==> config.mk <==
export PLATFORM = sky130hd
export DESIGN_NAME = uart_tx_fifo
export DESIGN_NICKNAME = d
export VERILOG_FILES = /design/src/rtl/uart_tx_fifo.sv
export SDC_FILE = /design/constraint.sdc
export NUM_CORES = 1
export LEC_CHECK = 0
export CAP_MARGIN = 0
export CORE_MARGIN = 10
export CORE_UTILIZATION = 55
export DETAILED_ROUTE_END_ITERATION = 16
export PLACE_DENSITY_LB_ADDON = 0.3
export SLEW_MARGIN = 20
export SYNTH_ARGS = -nofsm -noshare
export SYNTH_HDL_FRONTEND = slang
export SYNTH_SLANG_ARGS = --single-unit
export TNS_END_PERCENT = 1
==> constraint.sdc <==
create_clock -name clk -period 3.05 [get_ports clk]
set_input_delay 0.305 -clock clk [delete_from_list [all_inputs] [get_ports clk]]
set_output_delay 0.305 -clock clk [all_outputs]
set_load 0.005 [all_outputs]
==> src/rtl/uart_tx_fifo.sv <==
// uart_tx_fifo: 8N1 UART transmitter fed by a small byte FIFO with valid/ready back-pressure
module uart_tx_fifo #(
    parameter int CLK_FREQ   = 50000000,
    parameter int BAUD       = 115200,
    parameter int FIFO_DEPTH = 4
) (
    input  logic       clk,
    input  logic       rst,
    input  logic       uart_valid,
    output logic       uart_ready,
    input  logic [7:0] uart_data,
    output logic       tx,
    output logic       busy
);
    localparam int DIV = CLK_FREQ / BAUD;
    localparam int CW  = (DIV > 1) ? $clog2(DIV) : 1;
    localparam int AW  = $clog2(FIFO_DEPTH);
    localparam logic [CW-1:0] LAST = CW'(DIV - 1);
    localparam logic [AW:0] FULL = (AW + 1)'(FIFO_DEPTH);

    typedef enum logic [1:0] {IDLE, START, DATA, STOP} state_t;

    state_t        state, state_n;
    logic [7:0]    mem [FIFO_DEPTH];
    logic [AW-1:0] wr_ptr, rd_ptr;
    logic [AW:0]   count;
    logic [CW-1:0] baud_cnt, baud_cnt_n;
    logic [2:0]    bit_idx, bit_idx_n;
    logic [7:0]    shift, shift_n;
    logic          tx_n, push, pop, tick, have;

    // ready comes only from the registered count so it never combinationally follows uart_valid
    assign uart_ready = count != FULL;
    assign push       = uart_valid && uart_ready;
    assign have       = count != '0;
    assign tick       = baud_cnt == LAST;
    assign busy       = (state != IDLE) || have;

    always_comb begin
        state_n    = state;
        baud_cnt_n = tick ? '0 : baud_cnt + 1'b1;
        bit_idx_n  = bit_idx;
        shift_n    = shift;
        tx_n       = tx;
        pop        = 1'b0;
        case (state)
            IDLE: begin
                baud_cnt_n = '0;
                tx_n       = !have;
                pop        = have;
                shift_n    = have ? mem[rd_ptr] : shift;
                state_n    = have ? START : IDLE;
            end
            START: if (tick) begin
                tx_n      = shift[0];
                bit_idx_n = '0;
                state_n   = DATA;
            end
            DATA: if (tick) begin
                tx_n      = (bit_idx == 3'd7) ? 1'b1 : shift[1];
                shift_n   = (bit_idx == 3'd7) ? shift : shift >> 1;
                bit_idx_n = (bit_idx == 3'd7) ? bit_idx : bit_idx + 1'b1;
                state_n   = (bit_idx == 3'd7) ? STOP : DATA;
            end
            STOP: if (tick) begin
                // chain straight into the next start bit when more bytes are waiting
                tx_n    = !have;
                pop     = have;
                shift_n = have ? mem[rd_ptr] : shift;
                state_n = have ? START : IDLE;
            end
            default: state_n = IDLE;
        endcase
    end

    always_ff @(posedge clk or posedge rst) begin
        if (rst) begin
            state    <= IDLE;
            baud_cnt <= '0;
            bit_idx  <= '0;
            shift    <= '0;
            tx       <= 1'b1;
            count    <= '0;
            wr_ptr   <= '0;
            rd_ptr   <= '0;
        end else begin
            state    <= state_n;
            baud_cnt <= baud_cnt_n;
            bit_idx  <= bit_idx_n;
            shift    <= shift_n;
            tx       <= tx_n;
            count    <= count + (AW + 1)'(push) - (AW + 1)'(pop);
            if (push) wr_ptr <= wr_ptr + 1'b1;
            if (pop) rd_ptr <= rd_ptr + 1'b1;
        end
    end

    always_ff @(posedge clk) begin
        if (push) mem[wr_ptr] <= uart_data;
    end
endmodule
### After elaboration in Yosys (flattened, before gate mapping)

Memories as Yosys holds them, arrays and structs flattened.
Cells that the tools add are included.

| word-level totals | value |
|---|---|
| flip-flop bits (word level) | 30 |
| latch bits | 0 |
| bits in writable memories | 32 |
| memory bits (read-only) | 0 |
| input bits | 11 |
| output and inout port bits | 3 |
| word-level logic and storage cells | 62 |
| memories kept | 1 |

Memory list:

| name | depth | bits a word | rd ports | clocked after memory_dff | write ports | RTL line | source |
|---|---|---|---|---|---|---|---|
| mem | 4 | 8 | 1 | 0 | 1 | 24 | `logic [7:0] mem [FIFO_DEPTH];` |

| operators by class | value |
|---|---|
| $add $sub $neg | 6 |
| multiply operators | 0 |
| div/mod/pow operators | 0 |
| $lt $le $gt $ge | 0 |
| equality and inequality tests | 10 |
| shift-type cells | 0 |
| multiplexer cells | 26 |
| bitwise gates (word level) | 0 |
| reductions and logical operators | 11 |

Operators by type and width:

| operator | number |
|---|---|
| 2-to-1 mux 8 bit | 4 |
| one-hot mux 8 bit (3 select lines) | 1 |
| 2-to-1 mux 9 bit | 2 |
| adder 9 x 1 -> 9 bit (second input constant) | 1 |
| == test 9 bit (second input constant) | 1 |
| 2-to-1 mux 1 bit | 9 |
| 2-to-1 mux 3 bit | 3 |
| != test 2 bit (second input constant) | 4 |
| one-hot mux 2 bit (4 select lines) | 1 |
| AND reduction 4 bit | 2 |
| 2-to-1 mux 2 bit | 3 |
| one-hot mux 3 bit (2 select lines) | 1 |
| nonzero test 3 bit | 2 |
| adder 2 x 1 -> 2 bit (second input constant) | 2 |
| == test 2 bit (second input constant) | 2 |
| one-hot mux 1 bit (4 select lines) | 1 |
| nonzero test 2 bit | 2 |
| adder 3 x 1 -> 3 bit | 1 |
| adder 3 x 1 -> 3 bit (second input constant) | 1 |
| == test 3 bit (second input constant) | 1 |
| != test 3 bit (second input constant) | 1 |
| AND reduction 3 bit | 1 |
| subtractor 3 x 1 -> 3 bit | 1 |
| == test 2 x 1 -> 1 bit (second input constant) | 1 |
| other kinds (5) | 5 |

### Depth between registers and ports, before layout

Gate-level depths: netlist of the first run.

| logic depth | value |
|---|---|
| depth in word-level cells | 4 |
| mapped depth | 12 |
| depth with buffers taken out | 11 |

### Least setup slack after synthesis of the first run

No wires, ideal clock.

| timing | value |
|---|---|
| path kind | register to register |
| start point | register baud_cnt[0] |
| end point | register count[2] |
| library setup time | 0.123 ns |
| data arrival time | 2.302 ns |
| data required time | 2.927 ns |
| setup slack | 0.625 ns |
| stages on the path, launching flop included | 12 |
| buffers on the path | 1 |
| clock period less this slack | 2.425 ns |
| cells stage by stage | dfrtp_1 -> ha_1 -> and4b_1 -> buf_4 -> a31oi_1 -> nor3_1 -> ha_1 -> inv_1 -> ha_1 -> fa_1 -> xnor2_1 -> xnor2_1 |

| on the way | value |
|---|---|
| cells in the longest elaborated chain, start to end | 4 |

Ends and longest elaborated chain:

| element | RTL line | source |
|---|---|---|
| start, declared | 27 | `logic [CW-1:0] baud_cnt, baud_cnt_n;` |
| start signal, assigned | 88 | `baud_cnt <= baud_cnt_n;` |
| == test 9 bit | 36 | `assign tick = baud_cnt == LAST;` |
| 2-to-1 mux 1 bit | 65 | `STOP: if (tick) begin` |
| one-hot mux 1 bit (2 select lines) | 46 | `case (state)` |
| net pop | 30 | `logic tx_n, push, pop, tick, have;` |
| subtractor 3 x 1 -> 3 bit | 92 | `count <= count + (AW + 1)'(push) - (AW + 1)'(pop);` |
| end signal, assigned | 92 |  |
| end, declared | 26 | `logic [AW:0] count;` |

The timed path passes the listed nets, and every way through them passes these cells.
A chain may end at the register's enable or synchronous reset.

### Worst setup path after layout of the first run

Same ends and word-level chain as after synthesis.

==> flow_summary_export.csv, run 1 <==
group,metric,value,unit
setup_path,cp_top_family,"adder cells",
synth,syn_avg_cell_area,13.4,sq um
placement,routabilityCongestion,0.769,
clock_network,postCtsSetupRepairBufs,0,
global_route,grt_overflow,0,
global_route,grt_max_degree,31,
synth,ys_warn_count,0,
die,initial_utilization,56.4,%
setup_path,crit_slowest_cell,"dfrtp_1",
clock_network,hold_buffers,0,
synth,synth_top_area_share,33.3,%
die,die_area,8530,sq um
synth,synth_top_area_cell,"edfxtp_1",
drt,drtAntennaViolNets,0,
global_route,grt_pass1_vias,1747,
setup_path,cp.arrival,2.87,ns
sta,fmax,381,MHz
synth,synth_edf_count,32,
placement,hpwl,3330,um
sta,setup_viol,0,
clock_network,cts_resized,0,
sta,worst_pin_slew,0.678,ns
sta,hold_violations,0,
final_layout,drive_gt1_share,20.2,%
sta,grt_setup_unrepaired,"false",
sta,tns,0,ns
synth,netlist_top_cells_area,"edfxtp_1 (33%), dfrtp_1 (25%), mux2_2 (9.4%), ha_1 (6.5%), xor2_1 (2.4%)",
sta,slew_headroom,54.8,%
sta,finalCritPeriodShare,86.0,%
placement,port_buffers,13,
drt,drtIter0Drc,101,
drt,viasPerCell,5.47,
run_status,status,"complete, no violations",
setup_path,path_buf_inv,1,
drt,routedWlPerCell,16.1,um
min_path,worstHoldPathType,"in -> async",
setup_path,worstSetupPathType,"reg -> reg",
clock_network,cts_htree_levels,3,
clock_network,clk_pin_slew,0.07,ns
die,rows,26,
clock_network,cts-root-buf,"clkbuf_8",
clock_network,cts_tree,"done",
sta,fin_crit,2.62,ns
clock_network,cts_made_buffers,9,
synth,synth_cell_type_count,38,
pwr,ir_drop,0.000536,V
flow_run,maxCapViolCount,0,
pwr,leakagePower,0.00136,uW
global_route,grt_pass1_wl,8510,um
drt,drc_errors,0,
drt,firstDrtPassIters,4,
sta,final_max_slew_viol_count,0,
setup_path,slowest_delay,0.43,ns
global_route,antenna_found_initial,0,
synth,seq_area_frac_synth,59.4,%
drt,num_vias,1686,
drt,routed_wl,4950,um
global_route,grt_usage,12.8,%
setup_path,cp_max_fo,6,
sta,clock_skew,0.00711,ns
synth,yosysMostFrequentCell,"edfxtp_1",
final_layout,synthToLayoutAreaGrowth,14.7,%
setup_path,crit_top_cell,"ha_1",
die,dieWidth,92.4,um
final_layout,antenna_cells,0,
clock_network,insertion_delay,0.34,ns
die,core_area,5110,sq um
setup_path,crit_path_start_kind,"flip-flop",
setup_path,cp.required,3.30,ns
synth,synth_ff_type,"edfxtp_1",
die,ioPinCount,14,
clock_network,clock_path_buffers,2,
pwr,power_density,671,nW/um^2
synth,synthTopCellsByCount,"edfxtp_1 (32), dfrtp_1 (29), mux2_2 (24)",
die,chipHeight,92.4,um
sta,holdWs,0.347,ns
synth,ys_seq_elements,62,
setup_path,crit_path_cell_trace,"ha_1 > and4b_1 > a31oi_1 > nor3_1 > ha_1 > inv_1 > ha_1 > fa_1 > xnor2_1 > xnor2_1",
setup_path,end_kind,"flip-flop",
synth,syn_nets,242,
synth,netlist_area,2880,sq um
synth,synthCells,215,
clock_network,cts_sinks,62,
synth,async_flop_share,48.4,%
final_layout,layout.nets,260,
[cells by family (layout without fill, tap and decap cells)]
logic type | after synthesis | in the layout | synth area share (%)
fa+ha+maj | 16 | 16 | 7.21
mux | 27 | 27 | 10.9
simple gates | 45 | 45 | 8.47
flops | 62 | 62 | 59.4
buf+inv | 25 | 48 | 3.56
compound gates | 28 | 28 | 6.82
xor+xnor | 12 | 12 | 3.65
[sequential cells by signal, indices dropped and copies added, names as in the netlist]
name	flops
baud_cnt	9
bit_idx	3
count	3
mem	32
rd_ptr	2
shift	8
state	2
tx	1
wr_ptr	2
[worst paths after layout]
| kind | endpoint | cells after the start | slack [ns] | start |
|---|---|---|---|---|
| max | count[2] | 10 | 0.43 | baud_cnt[0] |
| min | rd_ptr[1] | 3 | 0.35 | rst |
| max reg2reg | count[2] | 10 | 0.43 | baud_cnt[0] |
| min reg2reg | shift[5] | 1 | 0.51 | shift[5] |
| max in group asynchronous | tx | 3 | 2.39 | rst |
| min in group clk | shift[5] | 1 | 0.51 | shift[5] |
[power breakdown]
group	total (uW)	internal (uW)	switching, uW	leakage (uW)
Clock	851	543	309	0.000115
Sequential	1070	1010	51.6	0.000658
Combinational	301	128	173	0.000585
[cell type report]
class	instances	area (sq um)
repair buffers	15	145
flip-flops and latches	62	1710
clock inverters	4	95.1
multi-input cells	128	1070
inverters	17	63.8
fillers	402	1800
well taps	70	87.6
clock buffers	12	135
[per-stage QoR]
stage / cells / setup WS, ns / total power [uW] / util [%] / area (sq um)
floorplan: 215 / 0.625 / 1280 / - / 2880
global placement: 292 / 0.613 / 1360 / 60.2 / 3080
detailed placement: 292 / 0.489 / 1380 / 60.2 / 3080
CTS: 308 / 0.385 / 2230 / 64.7 / 3310
global route: 308 / 0.283 / 2320 / 64.7 / 3310
finish: 308 / 0.428 / 2220 / 64.7 / 3310
[metal layers]
layer	GRT usage [%]	vias to the layer above	routed length, um
li1	-	805	-
met1	16.3	844	2330
met2	18.8	27	2320
met3	3.55	10	189
met4	7.71	0	117
met5	0	-	0
[tightest hold or removal path, stage by stage]
cell,delay (ns)
clkdlybuf4s50_1,0.39
inv_1,0.05
buf_4,0.35
[cells in the final DEF (no fill, tap or decap), types with 4 or more instances in the layout]
| master | n |
|---|---|
| ha_1 | 15 |
| xnor2_1 | 4 |
| a21oi_1 | 7 |
| clkbuf_8 | 9 |
| nand2_1 | 8 |
| xor2_1 | 8 |
| nor2_1 | 12 |
| clkdlybuf4s50_1 | 13 |
| dfrtp_1 | 29 |
| o21ai_0 | 4 |
| and3_1 | 4 |
| o22ai_1 | 7 |
| mux2_2 | 24 |
| inv_1 | 17 |
| edfxtp_1 | 32 |
| nand3_1 | 5 |
No activity file was read; power rests on OpenSTA's default activity.
==> run 2: changes to the inputs <==
--- a/config.mk
+++ b/config.mk
@@ -5,9 +5,9 @@
 export SDC_FILE = /design/constraint.sdc
 export NUM_CORES = 1
 export LEC_CHECK = 0
-export CAP_MARGIN = 0
+export CAP_MARGIN = 20
 export CORE_MARGIN = 10
-export CORE_UTILIZATION = 55
+export CORE_UTILIZATION = 40
 export DETAILED_ROUTE_END_ITERATION = 16
 export PLACE_DENSITY_LB_ADDON = 0.3
 export SLEW_MARGIN = 20
==> run 2 against run 1 <==
Clock power is 26% lower; sequential power hardly changed; non-clock buffer count stayed put; combinational power is 4% lower.
==> flow_summary_export.csv, run 2 (synthesis results as in run 1) <==
group,metric,value,unit
run_status,status,"complete, no violations",
pwr,ir_drop,0.000512,V
global_route,grt_pass1_wl,8360,um
die,dieWidth,105,um
setup_path,crit_top_cell,"ha_1",
clock_network,cts_resized,0,
clock_network,cts_made_buffers,9,
global_route,grt_pass1_vias,1744,
drt,drc_errors,0,
setup_path,reg2reg_slack,0.55,ns
setup_path,worstSetupPathType,"reg -> reg",
setup_path,reg2regPathDepth,10,
setup_path,r2r-start,"baud_cnt[0]",
final_layout,drive_gt1_share,21.0,%
clock_network,clock_path_buffers,2,
placement,routabilityCongestion,0.746,
drt,viasPerCell,4.85,
final_layout,num-fill-cells,646,
setup_path,path_buf_inv,1,
drt,m1WireLength,2350,um
sta,hold_violations,0,
drt,drtIter0Drc,44,
die,initial_utilization,41.7,%
drt,drtAntennaViolNets,0,
sta,tns,0,ns
placement,place_area,3110,sq um
sta,final_max_slew_viol_count,0,
final_layout,layout.nets,260,
setup_path,end_kind,"flip-flop",
sta,setup_viol,0,
drt,routed_wl,4770,um
drt,firstDrtPassIters,4,
placement,place_ws,0.554,ns
final_layout,largest-register,"mem",
clock_network,cts-root-buf,"clkbuf_8",
min_path,worstHoldPathType,"in -> async",
drt,routedWlPerCell,14.3,um
setup_path,cp.required,3.26,ns
sta,slew_headroom,55.7,%
sta,holdWs,0.131,ns
sta,fmax,400,MHz
setup_path,crit_path_cell_trace,"ha_1 > and4b_1 > a31oi_1 > nor3_1 > ha_1 > inv_1 > ha_1 > fa_1 > xnor2_1 > xnor2_1",
drt,num_vias,1621,
setup_path,cp_num_cells,10,
final_layout,reg_top3,"mem (32), baud_cnt (9), shift (8)",
die,core_area,6910,sq um
final_layout,mostFrequentLayoutCell,"edfxtp_1",
final_layout,final_cell_mix,"edfxtp_1 (32), dfrtp_1 (29), mux2_2 (24), inv_1 (17), ha_1 (15)",
global_route,antenna_found_initial,0,
flow_run,maxCapViolCount,0,
setup_path,slowest_delay,0.43,ns
clock_network,insertion_delay,0.33,ns
sta,fin_crit,2.50,ns
drt,wl_met3,120,um
clock_network,cts_htree_levels,3,
die,die_area,11000,sq um
global_route,grt_overflow,0,
sta,grt_setup_unrepaired,"false",
setup_path,cp.arrival,2.71,ns
global_route,grt_max_degree,29,
die,rows,30,
die,ioPinCount,14,
sta,worst_pin_slew,0.665,ns
final_layout,fin_area,3290,sq um
clock_network,postCtsSetupRepairBufs,0,
pwr,leakagePower,0.00132,uW
drt,wl_met2,2240,um
drt,top_layer_used,"met4",
placement,hpwl,3320,um
pwr,power_density,604,nW/um^2
global_route,grt_usage,9.25,%
sta,layout_setup_ws,0.549,ns
setup_path,crit_path_start_kind,"flip-flop",
setup_path,crit_slowest_cell,"dfrtp_1",
sta,clock_skew,0.0139,ns
setup_path,cp_max_fo,6,
clock_network,hold_buffers,0,
sta,finalCritPeriodShare,82.0,%
clock_network,clk_pin_slew,0.07,ns
final_layout,fin_util,47.6,%
final_layout,synthToLayoutAreaGrowth,14.0,%
clock_network,cts_tree,"done",
setup_path,cp_top_family,"adder cells",
placement,port_buffers,13,
clock_network,cts_sinks,62,
final_layout,largest_reg_flops,32,
setup_path,r2r-end,"count[2]",
die,chipHeight,105,um
final_layout,antenna_cells,0,
-- run 2: cell count changes in the layout (fill, tap and decap cells not counted), sizes merged --
cell      change
clkinv        +1
clkbuf        -1
clkinvlp      +3
bufinv        -3
-- run 2: layout make-up --
cell class / instances / area, sq um / area share, %
Timing Repair Buffer: 15 / 145 / 4.42
Clock buffer: 11 / 141 / 4.30
Inverter: 17 / 63.8 / 1.94
Multi-Input combinational cell: 128 / 1070 / 32.4
Tap cell: 96 / 120 / 3.66
Sequential cell: 62 / 1710 / 52.1
Clock inverter: 5 / 36.3 / 1.10
-- run 2: per-stage QoR --
stage	power, uW	cells
finish	1980	334
global route	2120	334
CTS	2010	334
detailed placement	1380	318
global placement	1370	318
floorplan	1280	215
-- run 2: worst max path at each step --
stage	from	to	slack, ns
6_report	baud_cnt[0]	count[2]	0.55
5_1_grt	baud_cnt[1]	count[2]	0.28
4_1_cts	baud_cnt[0]	count[2]	0.53
3_5_place_dp	baud_cnt[0]	count[2]	0.55
3_3_place_gp	baud_cnt[0]	count[2]	0.60
2_1_floorplan	baud_cnt[0]	count[2]	0.63
-- run 2: routing by layer --
layer | global-route usage, % | up-vias
met3 | 2.76 | 6
li1 | - | 806
met4 | 3.82 | 0
met2 | 14.2 | 15
met1 | 11.9 | 794
met5 | 0 | -
-- run 2: power by group --
part	internal, uW	switching [uW]
Sequential	1010	49.2
Combinational	128	161
Clock	317	315
